===== config.mk =====
export PLATFORM = sky130hd
export DESIGN_NAME = inst_loader
export DESIGN_NICKNAME = d
export VERILOG_FILES = /design/src/rtl/inst_loader.sv
export SDC_FILE = /design/constraint.sdc
export NUM_CORES = 1
export LEC_CHECK = 0
export BUFFER_PORTS_ARGS = -buffer_cell sky130_fd_sc_hd__buf_2
export CELL_PAD_IN_SITES_DETAIL_PLACEMENT = 1
export CELL_PAD_IN_SITES_GLOBAL_PLACEMENT = 2
export CORE_ASPECT_RATIO = 1.25
export CORE_UTILIZATION = 30
export DETAILED_ROUTE_END_ITERATION = 10
export PLACE_DENSITY_LB_ADDON = 0.25
export SYNTH_ARGS = -nofsm -noshare
export SYNTH_HDL_FRONTEND = slang
export SYNTH_SLANG_ARGS = --single-unit

===== constraint.sdc =====
create_clock -name Clk -period 2.7 [get_ports Clk]
set_input_delay 0.135 -clock Clk [delete_from_list [all_inputs] [get_ports Clk]]
set_output_delay 0.135 -clock Clk [all_outputs]
set_load 0.05 [all_outputs]

===== src/rtl/inst_loader.sv =====
// inst_loader
//   Instruction-memory writer. Packs a byte stream (low byte first) into
//   DW-bit instructions and writes them to consecutive instruction-RAM
//   addresses starting at 0. Holds the CPU off until a load has finished.
//
// Ports
//   Clk        rising-edge clock
//   Reset      synchronous, active-low reset
//   Start      begin a load (honoured only when idle or done)
//   LoadLen    instruction count, captured with Start, clamped to 2**IW
//   ByteIn     stream byte
//   ByteValid  ByteIn valid; a transfer happens when ByteValid && ByteReady
//   ByteReady  loader accepts a byte this cycle
//   WrEn       one-cycle RAM write strobe
//   WrAddr     RAM write address
//   WrData     RAM write data
//   Busy       load in progress
//   Done       load complete, held until the next Start or reset
//   Err        a high byte carried nonzero bits above DW (dropped)
//   CpuHold    keep the CPU program counter in reset
module inst_loader #(
  parameter int IW = 10,
  parameter int DW = 9
) (
  input  logic          Clk,
  input  logic          Reset,
  input  logic          Start,
  input  logic [IW:0]   LoadLen,
  input  logic [7:0]    ByteIn,
  input  logic          ByteValid,
  output logic          ByteReady,
  output logic          WrEn,
  output logic [IW-1:0] WrAddr,
  output logic [DW-1:0] WrData,
  output logic          Busy,
  output logic          Done,
  output logic          Err,
  output logic          CpuHold
);

  typedef enum logic [2:0] {
    S_IDLE,
    S_LO,
    S_HI,
    S_WRITE,
    S_DONE
  } state_t;

  localparam logic [IW:0] MAX_LEN = {1'b1, {IW{1'b0}}};
  localparam logic [IW:0] ONE     = {{IW{1'b0}}, 1'b1};
  // High-byte bits that do not fit into the instruction word.
  localparam logic [7:0]  DROP_MASK = 8'hFF << (DW - 8);

  state_t        state;
  state_t        state_nx;
  logic [IW:0]   len;
  logic [IW-1:0] addr;
  logic [DW-1:0] data;
  logic          err;

  logic [IW:0]   len_clamped;
  logic          xfer;
  logic          last_word;

  assign len_clamped = (LoadLen > MAX_LEN) ? MAX_LEN : LoadLen;
  assign xfer        = ByteValid && ByteReady;
  // The address doubles as the word count; widen so 2**IW is reachable.
  assign last_word   = (({1'b0, addr} + ONE) == len);

  always_comb begin
    state_nx = state;
    unique case (state)
      S_IDLE, S_DONE: begin
        if (Start) state_nx = (len_clamped == '0) ? S_DONE : S_LO;
      end
      S_LO: begin
        if (xfer) state_nx = S_HI;
      end
      S_HI: begin
        if (xfer) state_nx = S_WRITE;
      end
      S_WRITE: begin
        state_nx = last_word ? S_DONE : S_LO;
      end
      default: state_nx = S_IDLE;
    endcase
  end

  always_comb begin
    ByteReady = 1'b0;
    WrEn      = 1'b0;
    Busy      = 1'b0;
    Done      = 1'b0;
    CpuHold   = 1'b1;
    unique case (state)
      S_LO, S_HI: begin
        ByteReady = 1'b1;
        Busy      = 1'b1;
      end
      S_WRITE: begin
        WrEn = 1'b1;
        Busy = 1'b1;
      end
      S_DONE: begin
        Done    = 1'b1;
        CpuHold = 1'b0;
      end
      default: ;
    endcase
  end

  always_ff @(posedge Clk) begin
    if (!Reset) begin
      state <= S_IDLE;
      len   <= '0;
      addr  <= '0;
      data  <= '0;
      err   <= 1'b0;
    end else begin
      state <= state_nx;
      unique case (state)
        S_IDLE, S_DONE: begin
          if (Start) begin
            len  <= len_clamped;
            addr <= '0;
            err  <= 1'b0;
          end
        end
        S_LO: begin
          if (xfer) data[7:0] <= ByteIn;
        end
        S_HI: begin
          if (xfer) begin
            data[DW-1:8] <= ByteIn[DW-9:0];
            if ((ByteIn & DROP_MASK) != 8'h00) err <= 1'b1;
          end
        end
        S_WRITE: begin
          if (!last_word) addr <= addr + 1'b1;
        end
        default: ;
      endcase
    end
  end

  assign WrAddr = addr;
  assign WrData = data;
  assign Err    = err;

endmodule


==> results.sh <==
export IMPL_comb_power_share_pct=22.7
export IMPL_leakage_nw=0.9939
export IMPL_dieArea_um2=6732
export IMPL_dp_final_hpwl_mm=4.183
export IMPL_cp_data_arrival_time_ns=2.82
export IMPL_drt_wl_total_mm=5.454
export IMPL_worst_slew_pin_slew_ns=0.6502
export IMPL_cts_sinks=34
export IMPL_holdPathStages=2
export IMPL_clkPwrFrac_pct=30.5
export IMPL_ys_ff_latch=34
export IMPL_crit_buf_inv=1
export IMPL_irDropWorstVdd_mv=0.2234
export IMPL_fmax_mhz=386.4
export IMPL_maxCapViolations=0
export IMPL_slew_violations=0
export IMPL_netlist_instances=231
export IMPL_r2r_cells=9
export IMPL_cp_data_required_time_ns=2.93
export IMPL_rows=32
export IMPL_ys_dominant_reg_cell="dfxtp_1"
export IMPL_path_class="register to register"
export IMPL_ys_seq_area_share_pct=35.42
export IMPL_num_vias=1878
export IMPL_vias_per_cell=5.159
export IMPL_syn_area_um2=1922
export IMPL_n_fill_cell=788
export IMPL_cts_buffer_depth=2
export IMPL_synth_edf_count=0
export IMPL_ios=48
export IMPL_fin_crit_sh_pct=95.86
export IMPL_grt_max_degree=20
export IMPL_setup_viol=0
export IMPL_power_w=0.001183
export IMPL_drc=0
export IMPL_slowest_stage="or3_1"
export IMPL_grt_pass1_vias=1893
export IMPL_drt_iter0_drc=82
export IMPL_synth_most_common_cell="dfxtp_1"
export IMPL_avgSynthCellArea_um2=8.320
export IMPL_root_buffer="clkbuf_8"
export IMPL_crit_reg2reg_launch="WrAddr[0]"
export IMPL_numPortBuffers=47
export IMPL_min_period_ns=2.588
export IMPL_antenna_found_initial=0
export IMPL_crit_family="simple AND/OR/NAND/NOR gates"
export IMPL_yosysTopAreaCell="dfxtp_1"
export IMPL_fin_worst_skew_ns=0.005721
export IMPL_multi_input_area_um2=1142
export IMPL_min_path_type="input pin to register"
export IMPL_cp_max_fo=10
export IMPL_reg2reg_to="WrAddr[0]"
export IMPL_initial_utilization_pct=31.17
export IMPL_min_from="LoadLen[0]"
export IMPL_ys_warn_count=0
export IMPL_p_per_area_nw_per_um2=504.4
export IMPL_max_stage_delay_ns=0.47
export IMPL_status="finished, final reports clean"
export IMPL_crit_chain="ha_1, xor2_1, a211oi_1, o211ai_1, nand4b_1, or3_1, buf_4, o22ai_2, mux2_2"
export IMPL_grt_first_pass_wirelength_mm=9.080
export IMPL_synth_distinct_cells=51
export IMPL_slew_headroom_pct=56.65
export IMPL_post_place_cells=356
export IMPL_hold_violations=0
export IMPL_grt_total_usage_pct=17.60
export IMPL_n_antenna_cell=0
export IMPL_seqPwrFrac_pct=46.7
export IMPL_antenna_left=0
export IMPL_p_sw_share_pct=32.91
export IMPL_syn_num_nets=255
export IMPL_intPower_w=0.0007938
export IMPL_yosysTopAreaCellShare_pct=35.42
export IMPL_gp_congestion=0.7873
export IMPL_async_reset_ff_share_pct=0
export IMPL_clk_pin_slew_worst_paths_ns=0.07
export IMPL_register_area_um2=685.7
export IMPL_insertion_delay_ns=0.29
export IMPL_wire_per_inst_um=14.98
export IMPL_instances_no_fill=364
export IMPL_cts_buffers=5
export IMPL_critPathLaunchType="register"
export IMPL_core_area_um2=6166
export IMPL_area_growth_pct=22.07
export IMPL_die_x_um=73.59
export IMPL_r2r_slack_ns=0.11
export IMPL_hold_buffers=0
export IMPL_p_sw_w=0.0003894
export IMPL_drtPass1Iterations=4
export IMPL_final_nets=303
export IMPL_overflow=0
export IMPL_netlist_top_cells_area="dfxtp_1 (35%), mux2i_1 (4.7%), nand3_1 (4.4%)"
export IMPL_endpoint_kind="register"
export IMPL_ys_top_cells_by_count="dfxtp_1 (34), nand2_1 (21), nor2_1 (18), nand3_1 (17)"
export IMPL_drive_gt1_share_pct=25.81
export IMPL_cts_tree="built"
export IMPL_min_to="len[0]"
export IMPL_dieHeight_um=91.49
export IMPL_htreeDepth=2
## cells in the final DEF, fill, tap and decap left out, types with 3 or more instances in the layout
cell,count
buf_2,47
dfxtp_1,32
nand2_1,21
nor2_1,18
nand3_1,17
a21oi_1,11
nor2b_1,11
buf_4,10
a22o_1,9
mux2i_1,9
o21ai_0,7
inv_1,6
nand2b_1,5
xor2_1,5
o211ai_1,5
clkbuf_8,5
xnor2_1,4
or4_1,4
nand4_1,3
nor4_1,3
a211o_1,3
## worst register-to-register path, stage by stage, from the launching register on
cell and delay (ns):
dfxtp_4 0.38, ha_1 0.34, xor2_1 0.15, a211oi_1 0.26
o211ai_1 0.14, nand4b_1 0.29, or3_1 0.47, buf_4 0.19
o22ai_2 0.14, mux2_2 0.18
## how the worst max path moves through the flow
stage,cells past startpoint,end,from,slack (ns)
CTS,9,WrAddr[0],WrAddr[0],0.02
finish,9,WrAddr[0],WrAddr[0],0.11
floorplan,10,WrAddr[9],WrAddr[1],0.09
detailed placement,9,WrAddr[0],WrAddr[0],0.05
global route,9,WrAddr[0],WrAddr[0],-0.02
global placement,9,WrAddr[0],WrAddr[0],0.01
## stage by stage
| step | hold WS, ns | setup WS [ns] | utilization [%] | TNS [ns] | instance area (µm²) |
|---|---|---|---|---|---|
| after floorplan | 0.2436 | 0.08832 | - | 0 | 1924 |
| after CTS | 0.06243 | 0.01565 | 37.78 | 0 | 2330 |
| final | 0.07407 | 0.1117 | 38.05 | 0 | 2346 |
| after detailed placement | 0.3702 | 0.05232 | 36.51 | 0 | 2251 |
| after global placement | 0.3626 | 0.01384 | 36.51 | 0 | 2251 |
| after global routing | 0.06884 | -0.01699 | 38.05 | -0.02241 | 2346 |
## cell type report
type	instances	area share [%]
Clock buffer	5	2.933
Tap cell	85	4.533
Clock inverter	2	0.4267
Multi-Input combinational cell	175	48.69
Timing Repair Buffer	57	13.23
Sequential cell	34	29.23
Inverter	6	0.9600
## power by group through the flow
stage	Combinational [W]	Clock [W]	Sequential, W
2_1_floorplan	0.000166	0	0.000586
3_3_place_gp	0.000267	0	0.000565
3_5_place_dp	0.000269	0	0.000565
4_1_cts	0.000270	0.000380	0.000554
5_1_grt	0.000295	0.000395	0.000557
6_report	0.000269	0.000361	0.000553
## per-layer routing
metal / up-vias / part of all wire [%] / GRT usage, %
met5: - / 0 / 0
li1: 935 / - / -
met4: 0 / 2.8 / 8.494
met3: 11 / 4.0 / 3.108
met1: 892 / 43 / 20.60
met2: 40 / 50 / 30.12
## cell families after synthesis
group / count (synthesis) / synth area share [%]
and+or+nand+nor: 99 / 27.80
AOI/OAI and AO/OA: 55 / 20.51
DFF: 34 / 35.42
buffers and inverters: 22 / 5.468
muxes: 11 / 6.055
xor gates and xnor gates: 9 / 4.101
adders and majority gates: 1 / 0.6509
## what timing repair did
item | in CTS | in global routing
setup endpoints to repair | 0 | 5
setup buffers | 0 | 1
hold endpoints to repair | 0 | 0
gates resized for setup | 0 | 3
## sequential cells by signal, summed over array words and instances (netlist names)
signal	count
WrData	9
len	11
Err	1
state	3
WrAddr	10
Note: power is estimated with default switching activity, not from simulation.
